**src/rtl/debug_scan_ctrl.sv**
```systemverilog
// debug_scan_ctrl: drives single steps of a core in debug mode and dumps
// NUM_WORDS debug words as a byte frame (0xA5 header, data MSB first,
// XOR checksum of the data bytes) over a valid/ready byte stream.
module debug_scan_ctrl #(
    parameter int NUM_WORDS = 64,
    parameter int STEP_HALF = 4,
    parameter int SETTLE    = 2
) (
    input  logic        clk,
    input  logic        rst,
    input  logic        run_mode,
    input  logic        step_req,
    input  logic        start,
    output logic        debug_en,
    output logic        debug_step,
    output logic [6:0]  debug_addr,
    input  logic [31:0] debug_data,
    output logic [7:0]  tx_data,
    output logic        tx_valid,
    input  logic        tx_ready,
    output logic        busy,
    output logic        frame_done
);

    typedef enum logic [2:0] {
        IDLE, STEP_HI, STEP_LO, HDR, SETTLE_W, CAPTURE, SEND, CHK
    } state_t;

    localparam logic [6:0]  ADDR_LAST   = 7'(NUM_WORDS - 1);
    localparam logic [15:0] STEP_LAST   = 16'(STEP_HALF - 1);
    localparam logic [15:0] SETTLE_LAST = 16'(SETTLE - 1);
    localparam logic [7:0]  HDR_BYTE    = 8'hA5;

    state_t      r_state;
    logic        r_den;
    logic        r_step;
    logic [6:0]  r_addr;
    logic [31:0] r_shift;     // tx_data is always the top byte of this register
    logic        r_txv;
    logic        r_busy;
    logic        r_done;
    logic        r_pend;
    logic [7:0]  r_csum;
    logic [1:0]  r_bcnt;
    logic [15:0] r_cnt;

    logic        w_step_ok;
    logic        w_pend;
    state_t      w_settle_state;

    // A step is only honoured while the core is held in debug mode.
    assign w_step_ok = r_den & step_req;
    // A start arriving in the same cycle as the pending check counts too.
    assign w_pend    = r_pend | start;
    // With no settle time the capture follows the address change directly.
    assign w_settle_state = (SETTLE == 0) ? CAPTURE : SETTLE_W;

    assign debug_en   = r_den;
    assign debug_step = r_step;
    assign debug_addr = r_addr;
    assign tx_data    = r_shift[31:24];
    assign tx_valid   = r_txv;
    assign busy       = r_busy;
    assign frame_done = r_done;

    // Debug enable is the inverted run mode, delayed by one register.
    always_ff @(posedge clk or negedge rst) begin
        if (!rst) begin
            r_den <= 1'b0;
        end else begin
            r_den <= ~run_mode;
        end
    end

    // Main controller: step pulse generation, frame sequencing, byte handshake.
    always_ff @(posedge clk or negedge rst) begin
        if (!rst) begin
            r_state <= IDLE;
            r_step  <= 1'b0;
            r_addr  <= 7'd0;
            r_shift <= 32'd0;
            r_txv   <= 1'b0;
            r_busy  <= 1'b0;
            r_done  <= 1'b0;
            r_pend  <= 1'b0;
            r_csum  <= 8'd0;
            r_bcnt  <= 2'd0;
            r_cnt   <= 16'd0;
        end else begin
            r_done <= 1'b0;
            if (start) begin
                r_pend <= 1'b1;
            end
            case (r_state)
                IDLE: begin
                    if (w_step_ok) begin
                        // Step wins; a pending start is serviced after STEP_LO.
                        r_state <= STEP_HI;
                        r_step  <= 1'b1;
                        r_busy  <= 1'b1;
                        r_cnt   <= STEP_LAST;
                    end else if (w_pend) begin
                        r_state <= HDR;
                        r_pend  <= 1'b0;
                        r_busy  <= 1'b1;
                        r_addr  <= 7'd0;
                        r_csum  <= 8'd0;
                        r_shift <= {HDR_BYTE, 24'd0};
                        r_txv   <= 1'b1;
                    end
                end
                STEP_HI: begin
                    if (r_cnt == 16'd0) begin
                        r_state <= STEP_LO;
                        r_step  <= 1'b0;
                        r_cnt   <= STEP_LAST;
                    end else begin
                        r_cnt <= r_cnt - 16'd1;
                    end
                end
                STEP_LO: begin
                    if (r_cnt != 16'd0) begin
                        r_cnt <= r_cnt - 16'd1;
                    end else if (w_pend) begin
                        // Go straight into the dump without passing IDLE.
                        r_state <= HDR;
                        r_pend  <= 1'b0;
                        r_addr  <= 7'd0;
                        r_csum  <= 8'd0;
                        r_shift <= {HDR_BYTE, 24'd0};
                        r_txv   <= 1'b1;
                    end else begin
                        r_state <= IDLE;
                        r_busy  <= 1'b0;
                    end
                end
                HDR: begin
                    if (tx_ready) begin
                        r_txv   <= 1'b0;
                        r_state <= w_settle_state;
                        r_cnt   <= SETTLE_LAST;
                    end
                end
                SETTLE_W: begin
                    if (r_cnt == 16'd0) begin
                        r_state <= CAPTURE;
                    end else begin
                        r_cnt <= r_cnt - 16'd1;
                    end
                end
                CAPTURE: begin
                    r_shift <= debug_data;
                    r_txv   <= 1'b1;
                    r_bcnt  <= 2'd0;
                    r_state <= SEND;
                end
                SEND: begin
                    if (tx_ready) begin
                        r_csum <= r_csum ^ r_shift[31:24];
                        if (r_bcnt != 2'd3) begin
                            r_bcnt  <= r_bcnt + 2'd1;
                            r_shift <= {r_shift[23:0], 8'd0};
                        end else if (r_addr == ADDR_LAST) begin
                            // Checksum byte includes the byte accepted right now.
                            r_shift <= {r_csum ^ r_shift[31:24], 24'd0};
                            r_state <= CHK;
                        end else begin
                            r_addr  <= r_addr + 7'd1;
                            r_txv   <= 1'b0;
                            r_state <= w_settle_state;
                            r_cnt   <= SETTLE_LAST;
                        end
                    end
                end
                CHK: begin
                    if (tx_ready) begin
                        r_txv   <= 1'b0;
                        r_shift <= 32'd0;
                        r_done  <= 1'b1;
                        r_addr  <= 7'd0;
                        r_busy  <= 1'b0;
                        r_state <= IDLE;
                    end
                end
                default: begin
                    r_state <= IDLE;
                    r_busy  <= 1'b0;
                    r_txv   <= 1'b0;
                    r_step  <= 1'b0;
                end
            endcase
        end
    end

endmodule

```
**config.mk**
```make
export PLATFORM = sky130hd
export DESIGN_NAME = debug_scan_ctrl
export DESIGN_NICKNAME = d
export VERILOG_FILES = /design/src/rtl/debug_scan_ctrl.sv
export SDC_FILE = /design/constraint.sdc
export NUM_CORES = 1
export LEC_CHECK = 0
export CORE_MARGIN = 10
export CORE_UTILIZATION = 45
export CTS_CLUSTER_SIZE = 12
export DETAILED_ROUTE_END_ITERATION = 6
export PLACE_DENSITY = 0.68
export SYNTH_ARGS = -nofsm -noshare
export SYNTH_HDL_FRONTEND = slang
export SYNTH_SLANG_ARGS = --single-unit
```
**constraint.sdc**
```tcl
create_clock -name clk -period 3.6 [get_ports clk]
set_clock_uncertainty 0.2 [all_clocks]
set_input_delay 0.72 -clock clk [delete_from_list [all_inputs] [get_ports clk]]
set_output_delay 0.72 -clock clk [all_outputs]
set_load 0.05 [all_outputs]
```
; After elaboration in Yosys (flattened, before gate mapping)
; Cells that the tools add are included.
[totals]
reg_bits = 74
word_cells = 134
input_bits = 38
output_inout_bits = 20
[op_classes]
mux = 68
n_bitwise = 4
n_eq_ne = 26
reduce_logical = 21
addsub = 3
[op_table]
columns = cell, n
row1 = $mux 32, 7
row2 = $pmux 32 s5, 1
row3 = $mux 16, 8
row4 = $pmux 16 s6, 1
row5 = $mux 7, 7
row6 = $mux 8, 4
row7 = $ne 2x2->1 const B, 15
row8 = $pmux 7 s4, 1
row9 = $mux 3, 9
row10 = $pmux 3 s8, 1
row11 = $pmux 8 s3, 1
row12 = $mux 1, 19
row13 = $logic_not 16->1, 1
row14 = $reduce_and 8->1, 2
row15 = $reduce_bool 16->1, 1
row16 = $sub 16x1->16 const B, 1
row17 = $reduce_and 7->1, 2
row18 = $eq 3x3->1 const B, 4
row19 = $reduce_bool 5->1, 2
row20 = $mux 2, 4
row21 = $xor 8x8->8, 1
row22 = $add 7x1->7 const B, 1
row23 = $eq 7x6->1 const B, 1
row24 = $eq 3x2->1 const B, 2
row25 = other kinds (21), 26

; Longest topological paths before layout
; Gate-level depths: netlist of the first run.
[logic_depth]
depth_word = 5
ltp_mapped = 9
depth_no_buf = 7

; Worst setup path after synthesis of the first run
; OpenSTA, ideal clock, no wires.
[synth_path]
path_kind = reg2reg
startpoint = reg r_addr[1] (netlist: debug_addr[1])
endpoint = reg r_shift[14]
setup_ns = 0.125
synth_period_minus_slack_ns = 2.831
path_slack_ns = 0.769
path_buffers = 1
required_ns = 3.275
stages_incl_launch_ff = 8
arrival_time_ns = 2.506
cell_sequence = dfrtp_1 -> ha_1 -> nand3_1 -> o21ai_1 -> nand2_1 -> nor3_4 -> buf_4 -> mux2_2
[synth_between]
elab_chain_cells = 3
[synth_lines]
columns = item, line_no
row1 = start: declaration, 37  ; logic [6:0] r_addr;
row2 = start signal: assignment, 168  ; r_addr <= r_addr + 7'd1;
row3 = $eq 7x6->1, 163  ; end else if (r_addr == ADDR_LAST) begin
row4 = $ne 3x3->1 (no line), -
row5 = $reduce_and 6->1 (no line), -
row6 = end signal: assignment, 152  ; r_shift <= debug_data;
row7 = end signal: assignment, 162  ; r_shift <= {r_shift[23:0], 8'd0};
row8 = end signal: assignment, 165  ; r_shift <= {r_csum ^ r_shift[31:24], 24'd0};
row9 = end: declaration, 38  ; logic [31:0] r_shift;
; No other way between the ends.
; A chain may end at the register's enable or synchronous reset.

; Worst setup path in the final report of the first run
[layout_path]
startpoint = reg r_cnt[0]
endpoint = reg r_shift[3]
[layout_between]
elab_chain_cells = 3
[layout_lines]
columns = item, line_no
row1 = start: declaration, 45  ; logic [15:0] r_cnt;
row2 = start signal: assignment, 118  ; r_cnt <= r_cnt - 16'd1;
row3 = start signal: assignment, 123  ; r_cnt <= r_cnt - 16'd1;
row4 = start signal: assignment, 148  ; r_cnt <= r_cnt - 16'd1;
row5 = $reduce_bool 16->1, 122  ; if (r_cnt != 16'd0) begin
row6 = $ne 2x2->1 (no line), -
row7 = $reduce_and 6->1 (no line), -
row8 = end signal: assignment, 130  ; r_shift <= {HDR_BYTE, 24'd0};
row9 = end signal: assignment, 152
row10 = end signal: assignment, 162
; No other way between the ends.

==> metrics.cfg, run 1 <==
[final_layout]
fin_nets=519
area_delta_synth_final_pct=19.07
multiInputGateArea_um2=2172
fill_cells=857
drive_above_1_share_pct=12.22
layout.core_utilization_pct=54.96
num_antenna_cells=0
layout.area.seq_um2=1852
final_design_area_no_fill_um2=5079

[synthesis]
synthAdderAreaFrac_pct=0.8800
synth_most_common_cell=sky130_fd_sc_hd__dfrtp_1
yosysUniqueCellTypes=64
synth_sequential_area_ratio_pct=43.41
synth-simple-area-share_pct=18.10
syn_area_per_cell_um2=9.761
synth_compound_gate_area_share_pct=26.81
synth_area_um2=4265
ys_warn_count=0
synth.largest_area_cell=sky130_fd_sc_hd__dfrtp_1
synth.ff_latch_count=74
async_flop_share_pct=100.0
synth-edff-count=0
synth_area_leaders=sky130_fd_sc_hd__dfrtp_1, sky130_fd_sc_hd__a22o_1, sky130_fd_sc_hd__mux2_2
post_synth_inst_count=437
yosys-mux-area-fraction_pct=4.459
combinational_family_with_the_most_area_after_synthesis=compound AO/OA/AOI/OAI gates
synthXorXnorAreaFrac_pct=0.6160
ys_dominant_reg_cell=sky130_fd_sc_hd__dfrtp_1
yosys_top_cell_area_share_pct=43.41
mappedNetlistNets=478
synth.cells.most_frequent=sky130_fd_sc_hd__dfrtp_1, sky130_fd_sc_hd__a21oi_1, sky130_fd_sc_hd__a22o_1

[timing]
tcrit_tclk_final_pct=85.50
count_of_endpoints_failing_hold_in_the_final_timing_report=0
fin_tns_setup_ns=0
period_needed_ns=3.078
maxSlewHeadroom_pct=38.46
tightest_slew_ns=0.9230
timing.fmax_mhz=324.9
post_route_hold_slack_ns=0.2997
rsz0062_at_grt=false
setup_violations=0
finalMaxSlewViolations=0

[clocking]
cts_htree_levels=3
postCtsSetupBuffers=0
cts_hold_buffers=0
path_clk_slew_ns=0.08
cts_num_sinks=74
clk_lat_worst_skew_ns=0.35
post_cts.resized_instances=0
cts-buffers-inserted=9
ctsRootBufferMaster=sky130_fd_sc_hd__clkbuf_8
max-clock-path-buffers=2
cts_tree=built

[global_route]
grt_first_pass_wirelength_um=18990
pin_count_of_the_biggest_net_entering_global_routing=75
antenna_violations_before_repair=0
total_track_usage_pct=16.05
first_global_vias=3764
global_route_congestion_overflow_total=0

[power]
power.density_nw_per_um2=890.4
vdd.ir_drop.worst_uv=413.3
cellLeakagePower_nw=2.108
totalPowerFinal_w=0.004522

[die]
die_x_um=117.4
die_area_um2=13770
io-pin-count=58
initial_core_utilization_pct=46.16
coreArea_um2=9240
chipHeight_um=117.4
std_cell_rows=35

[route]
detailedRoute.firstPassIterationCount=5
drt-met1-wl_um=5026
highest-signal-layer=met4
detailroute.via_count=3742
drcViolationCount=0
vias_per_cell=6.114
drtIter0Drc=335
met3_wirelength_um=700
ant_nets=0
totalWireLength_um=11130
dr_wl_met2_um=5315
wire_per_inst_um=18.19

[setup_path]
setup.worst_path.start_class=register
cp_delay_by_family_top=simple AND/OR/NAND/NOR gates
critPathArrivalTime_ns=3.12
timing.critical_path.slowest_cell_delay_ns=0.66
critical_path.cell_chain=inv_1, ha_1, or4b_1, nor3_1, a21boi_2, or3_1, a22o_1
critical_path_class=reg2reg
worstSetupEndpointType=register
required_arrival_time_at_the_worst_endpoint_ns=3.64
r2r_setup_slk_ns=0.52
crit_path_top_delay_cell=sky130_fd_sc_hd__or3_1
cp.buffers_inverters=1
timing.critical_path.fanout_max=16

[place]
place_congestion=0.8352
placed_cell_area_um2=4885
placement.io_buffers=57
dp_hpwl_um=7786

[hold_path]
worstHoldPathType=reg2reg

[outcome]
outcome=finished, final reports clean

[flow_run]
number_of_violations_of_the_max_capacitance_limit=0

path summary, 6_finish.rpt:
kind,from,end,cells after the start
max,r_cnt[0],r_shift[3],7
min,tx_valid,tx_valid,1
max reg2reg,r_cnt[0],r_shift[3],7
min reg2reg,tx_valid,tx_valid,1
max in group asynchronous,rst,debug_addr[1],1
min in group asynchronous,rst,r_shift[3],1
final cells by class:
type / instances / area share (%)
Clock inverter: 6 / 1.306
Multi-Input combinational cell: 314 / 42.77
Sequential cell: 74 / 36.46
Timing Repair Buffer: 70 / 13.11
Clock buffer: 10 / 2.513
Inverter: 9 / 0.6652
Tap cell: 129 / 3.178
placed cells by master (no fill, tap or decap), drive strengths merged, types with 3 or more instances in the layout:
cell	n
a211oi	3
xnor2	3
nor4	4
or4	15
a31oi	5
or3	9
o211ai	10
o21bai	3
inv	9
a21oi	31
nor3	10
clkinvlp	3
mux2	16
ha	3
a22o	25
or2	10
o22ai	4
and3	6
clkbuf	10
clkdlybuf4s50	56
dfrtp	74
nor2	21
a221oi	3
nor2b	12
nor3b	7
o31ai	17
o21ai	24
nand2	17
buf	14
nand3	11
a222oi	4
a221o	9
per-stage QoR:
step,worst slack (ns),instances
2_1_floorplan,0.7695,437
3_3_place_gp,0.4975,596
3_5_place_dp,0.4378,596
4_1_cts,0.5214,612
5_1_grt,0.3755,612
6_report,0.5220,612
flip-flops by register name, summed over array words and instances (netlist names):
register	count
busy	1
tx_valid	1
r_csum	8
debug_step	1
r_pend	1
r_bcnt	2
debug_addr	7
frame_done	1
r_shift	32
r_state	3
debug_en	1
r_cnt	16
kinds of logic (layout without fill, tap and decap cells):
group	after synthesis	after routing
AOI/OAI and AO/OA	159	159
DFF	74	74
muxes	17	17
adders and majority gates	3	3
buffers and inverters	49	95
and+or+nand+nor	132	132
xor gates and xnor gates	3	3
report_power, final:
group | switching, W | internal, W
registers | 0.000263 | 0.00111
logic | 0.00152 | 0.000972
clock network | 0.000332 | 0.000322
total | 0.00212 | 0.00241
routing by layer:
metal	track usage [%]	vias to the layer above
met3	5.084	8
met5	0	-
met4	3.912	0
met1	20.93	1855
met2	25.10	118
li1	-	1761
worst reg2reg max path, delay by kind of cell (launching register included):
family / cells / cell delay, ns
simple gates: 3 / 1.48
compound gates: 2 / 0.61
flops: 1 / 0.39
fa+ha+maj: 1 / 0.19
buf+inv: 1 / 0.10
(Power assumes the default switching activity.)
==> inputs of run 2 (changes only) <==
CTS_BUF_LIST = sky130_fd_sc_hd__clkbuf_8   (was not set)
SKIP_LAST_GASP = 1   (was not set)
clock period = 2.9 ns   (was 3.6 ns; I/O delays follow)
==> metrics.cfg, run 2 (synthesized netlist as in run 1, its figures left out) <==
[route]
totalWireLength_um=11490  ; +3.2%
detailroute.via_count=3841  ; +2.6%
wire_per_inst_um=18.38  ; +1.1%
drcViolationCount=0  ; unchanged
drtIter0Drc=227  ; -32%
vias_per_cell=6.146  ; +0.51%
ant_nets=0  ; unchanged
detailedRoute.firstPassIterationCount=5  ; unchanged

[setup_path]
worstSetupEndpointType=register
r2r-start=r_cnt[0]
cp.buffers_inverters=4  ; +3
timing.critical_path.fanout_max=16  ; unchanged
critPathArrivalTime_ns=2.79  ; -0.33 ns
critical_path.cell_chain=inv_1, ha_1, or4b_1, nor3_1, buf_4, a21boi_2, buf_4, nor3_4, buf_12, mux2_2
timing.critical_path.slowest_cell_delay_ns=0.47  ; -0.19 ns
cp_delay_by_family_top=simple AND/OR/NAND/NOR gates
startpoint=r_cnt[0]
crit_path_top_delay_cell=sky130_fd_sc_hd__or4b_1
setup.worst_path.start_class=register
critical_path_class=reg2reg
cpMostUsedCell=sky130_fd_sc_hd__buf_4
required_arrival_time_at_the_worst_endpoint_ns=2.94  ; -0.70 ns

[final_layout]
most_frequent_standard_cell_in_the_layout_excluding_fill_and_tap_cells=sky130_fd_sc_hd__dfrtp_1
number_of_flip_flops_under_the_largest_register_name=32  ; unchanged
fill_cells=823  ; -4.0%
area_delta_synth_final_pct=22.56
largest_reg_by_ff_count=r_shift
layout_common_cells=sky130_fd_sc_hd__dfrtp_1, sky130_fd_sc_hd__clkdlybuf4s50_1, sky130_fd_sc_hd__a21oi_1
fin_nets=533  ; +2.7%
multiInputGateArea_um2=2180  ; +0.35%
biggestRegsByFlops=r_shift x32, r_cnt x16, r_csum x8
drive_above_1_share_pct=14.92  ; +2.7 points
layout.area.seq_um2=1852  ; unchanged
num_antenna_cells=0  ; unchanged
final_cell_count_no_fill=625  ; +2.1%

[die]
die_area_um2=13770  ; unchanged
initial_core_utilization_pct=46.16  ; unchanged
std_cell_rows=35  ; unchanged
coreArea_um2=9240  ; unchanged
io-pin-count=58  ; unchanged
chipHeight_um=117.4  ; unchanged
die_x_um=117.4  ; unchanged

[clocking]
cts_tree=built
postCtsSetupBuffers=0  ; unchanged
cts_hold_buffers=0  ; unchanged
cts-buffers-inserted=9  ; unchanged
cts_htree_levels=3  ; unchanged
path_clk_slew_ns=0.08  ; about the same
clk_lat_worst_skew_ns=0.36  ; about the same
max-clock-path-buffers=2  ; unchanged
cts_num_sinks=74  ; unchanged
ctsRootBufferMaster=sky130_fd_sc_hd__clkbuf_8
post_cts.resized_instances=0  ; unchanged

[global_route]
grt_first_pass_wirelength_um=19190  ; +1.1%
pin_count_of_the_biggest_net_entering_global_routing=75  ; unchanged
antenna_violations_before_repair=0  ; unchanged
global_route_congestion_overflow_total=0  ; unchanged
total_track_usage_pct=16.33  ; +0.28 points
first_global_vias=3785  ; +0.56%

[timing]
period_needed_ns=2.753  ; -0.3252 ns
count_of_endpoints_failing_hold_in_the_final_timing_report=0  ; unchanged
tightest_slew_ns=0.9547  ; +0.03164 ns
tcrit_tclk_final_pct=94.92  ; +9.4 points
timing.fmax_mhz=363.3  ; +12%
post_route_hold_slack_ns=0.1662  ; -0.1335 ns
rsz0062_at_grt=true
maxSlewHeadroom_pct=36.35  ; -2.1 points
finalMaxSlewViolations=0  ; unchanged
setup_violations=0  ; unchanged

[power]
power.density_nw_per_um2=1138  ; +28%
cellLeakagePower_nw=2.198  ; +4.3%
vdd.ir_drop.worst_uv=443.0  ; +7.2%
pwr-share-clk_pct=13.8  ; -0.7 points
internal_power_w=0.003241  ; +35%
combPwrFrac_pct=57.0  ; +1.9 points
net-switching-power_w=0.002708  ; +28%
p_sw_share_pct=45.52  ; -1.2 points
seq_power_share_pct=29.2  ; -1.2 points

[place]
placed_cells_incl_taps=610  ; +2.3%
place_congestion=0.8683  ; +4.0%
dp_hpwl_um=7945  ; +2.0%
placement.io_buffers=57  ; unchanged

[flow_run]
number_of_violations_of_the_max_capacitance_limit=0  ; unchanged

[hold_path]
worstHoldPathType=in2async

[outcome]
outcome=finished, final reports clean

-- run 2: cell count changes in the layout (fill, tap and decap cells not counted), sizes merged --
cell      before  now
inv            9    8
buf           14   28
clkinv         2    3
clkinvlp       3    2
-- run 2: layout make-up --
cell class	instances	share of cell area [%]
clock buffer	10	2.633
tap	129	3.088
multi-input combinational	314	41.69
sequential	74	35.42
clock inverter	5	1.053
timing repair buffer	84	15.46
inverter	9	0.6462
-- run 2: final timing paths --
| kind | to | slack, ns | cells past startpoint |
|---|---|---|---|
| max reg2reg | r_shift[22] | 0.15 | 10 |
| max | r_shift[22] | 0.15 | 10 |
| min in group clk | r_shift[23] | 0.30 | 1 |
| min reg2reg | r_shift[23] | 0.30 | 1 |
| min | r_shift[4] | 0.17 | 1 |
| max in group asynchronous | r_shift[20] | 1.72 | 1 |
-- run 2: through the flow --
stage          util, %  worst slack (ns)  total power, W   TNS [ns]  instance area [um^2]
6_report         56.57            0.1472        0.005949          0                  5228
5_1_grt          56.57         -0.004129        0.006361  -0.006946                  5228
4_1_cts          56.49           0.09493        0.005945          0                  5220
3_5_place_dp     54.41           0.06469        0.005112          0                  5027
3_3_place_gp     54.41            0.1404        0.005038          0                  5027
2_1_floorplan        -           0.06949        0.004156          0                  4265
-- run 2: power by group through the flow --
stage          combinational [W]  clock [W]  sequential [W]
2_1_floorplan            0.00237          0         0.00178
3_3_place_gp             0.00331          0         0.00173
3_5_place_dp             0.00337          0         0.00174
4_1_cts                  0.00338   0.000836         0.00173
5_1_grt                  0.00368   0.000884         0.00180
6_report                 0.00339   0.000822         0.00174
-- run 2: metal layers --
layer	track usage, %	vias up	routed length [um]
met2	24.06	134	5277
met5	0	-	0
met1	22.29	1899	5304
met3	4.460	8	783
met4	5.790	0	124
li1	-	1800	-
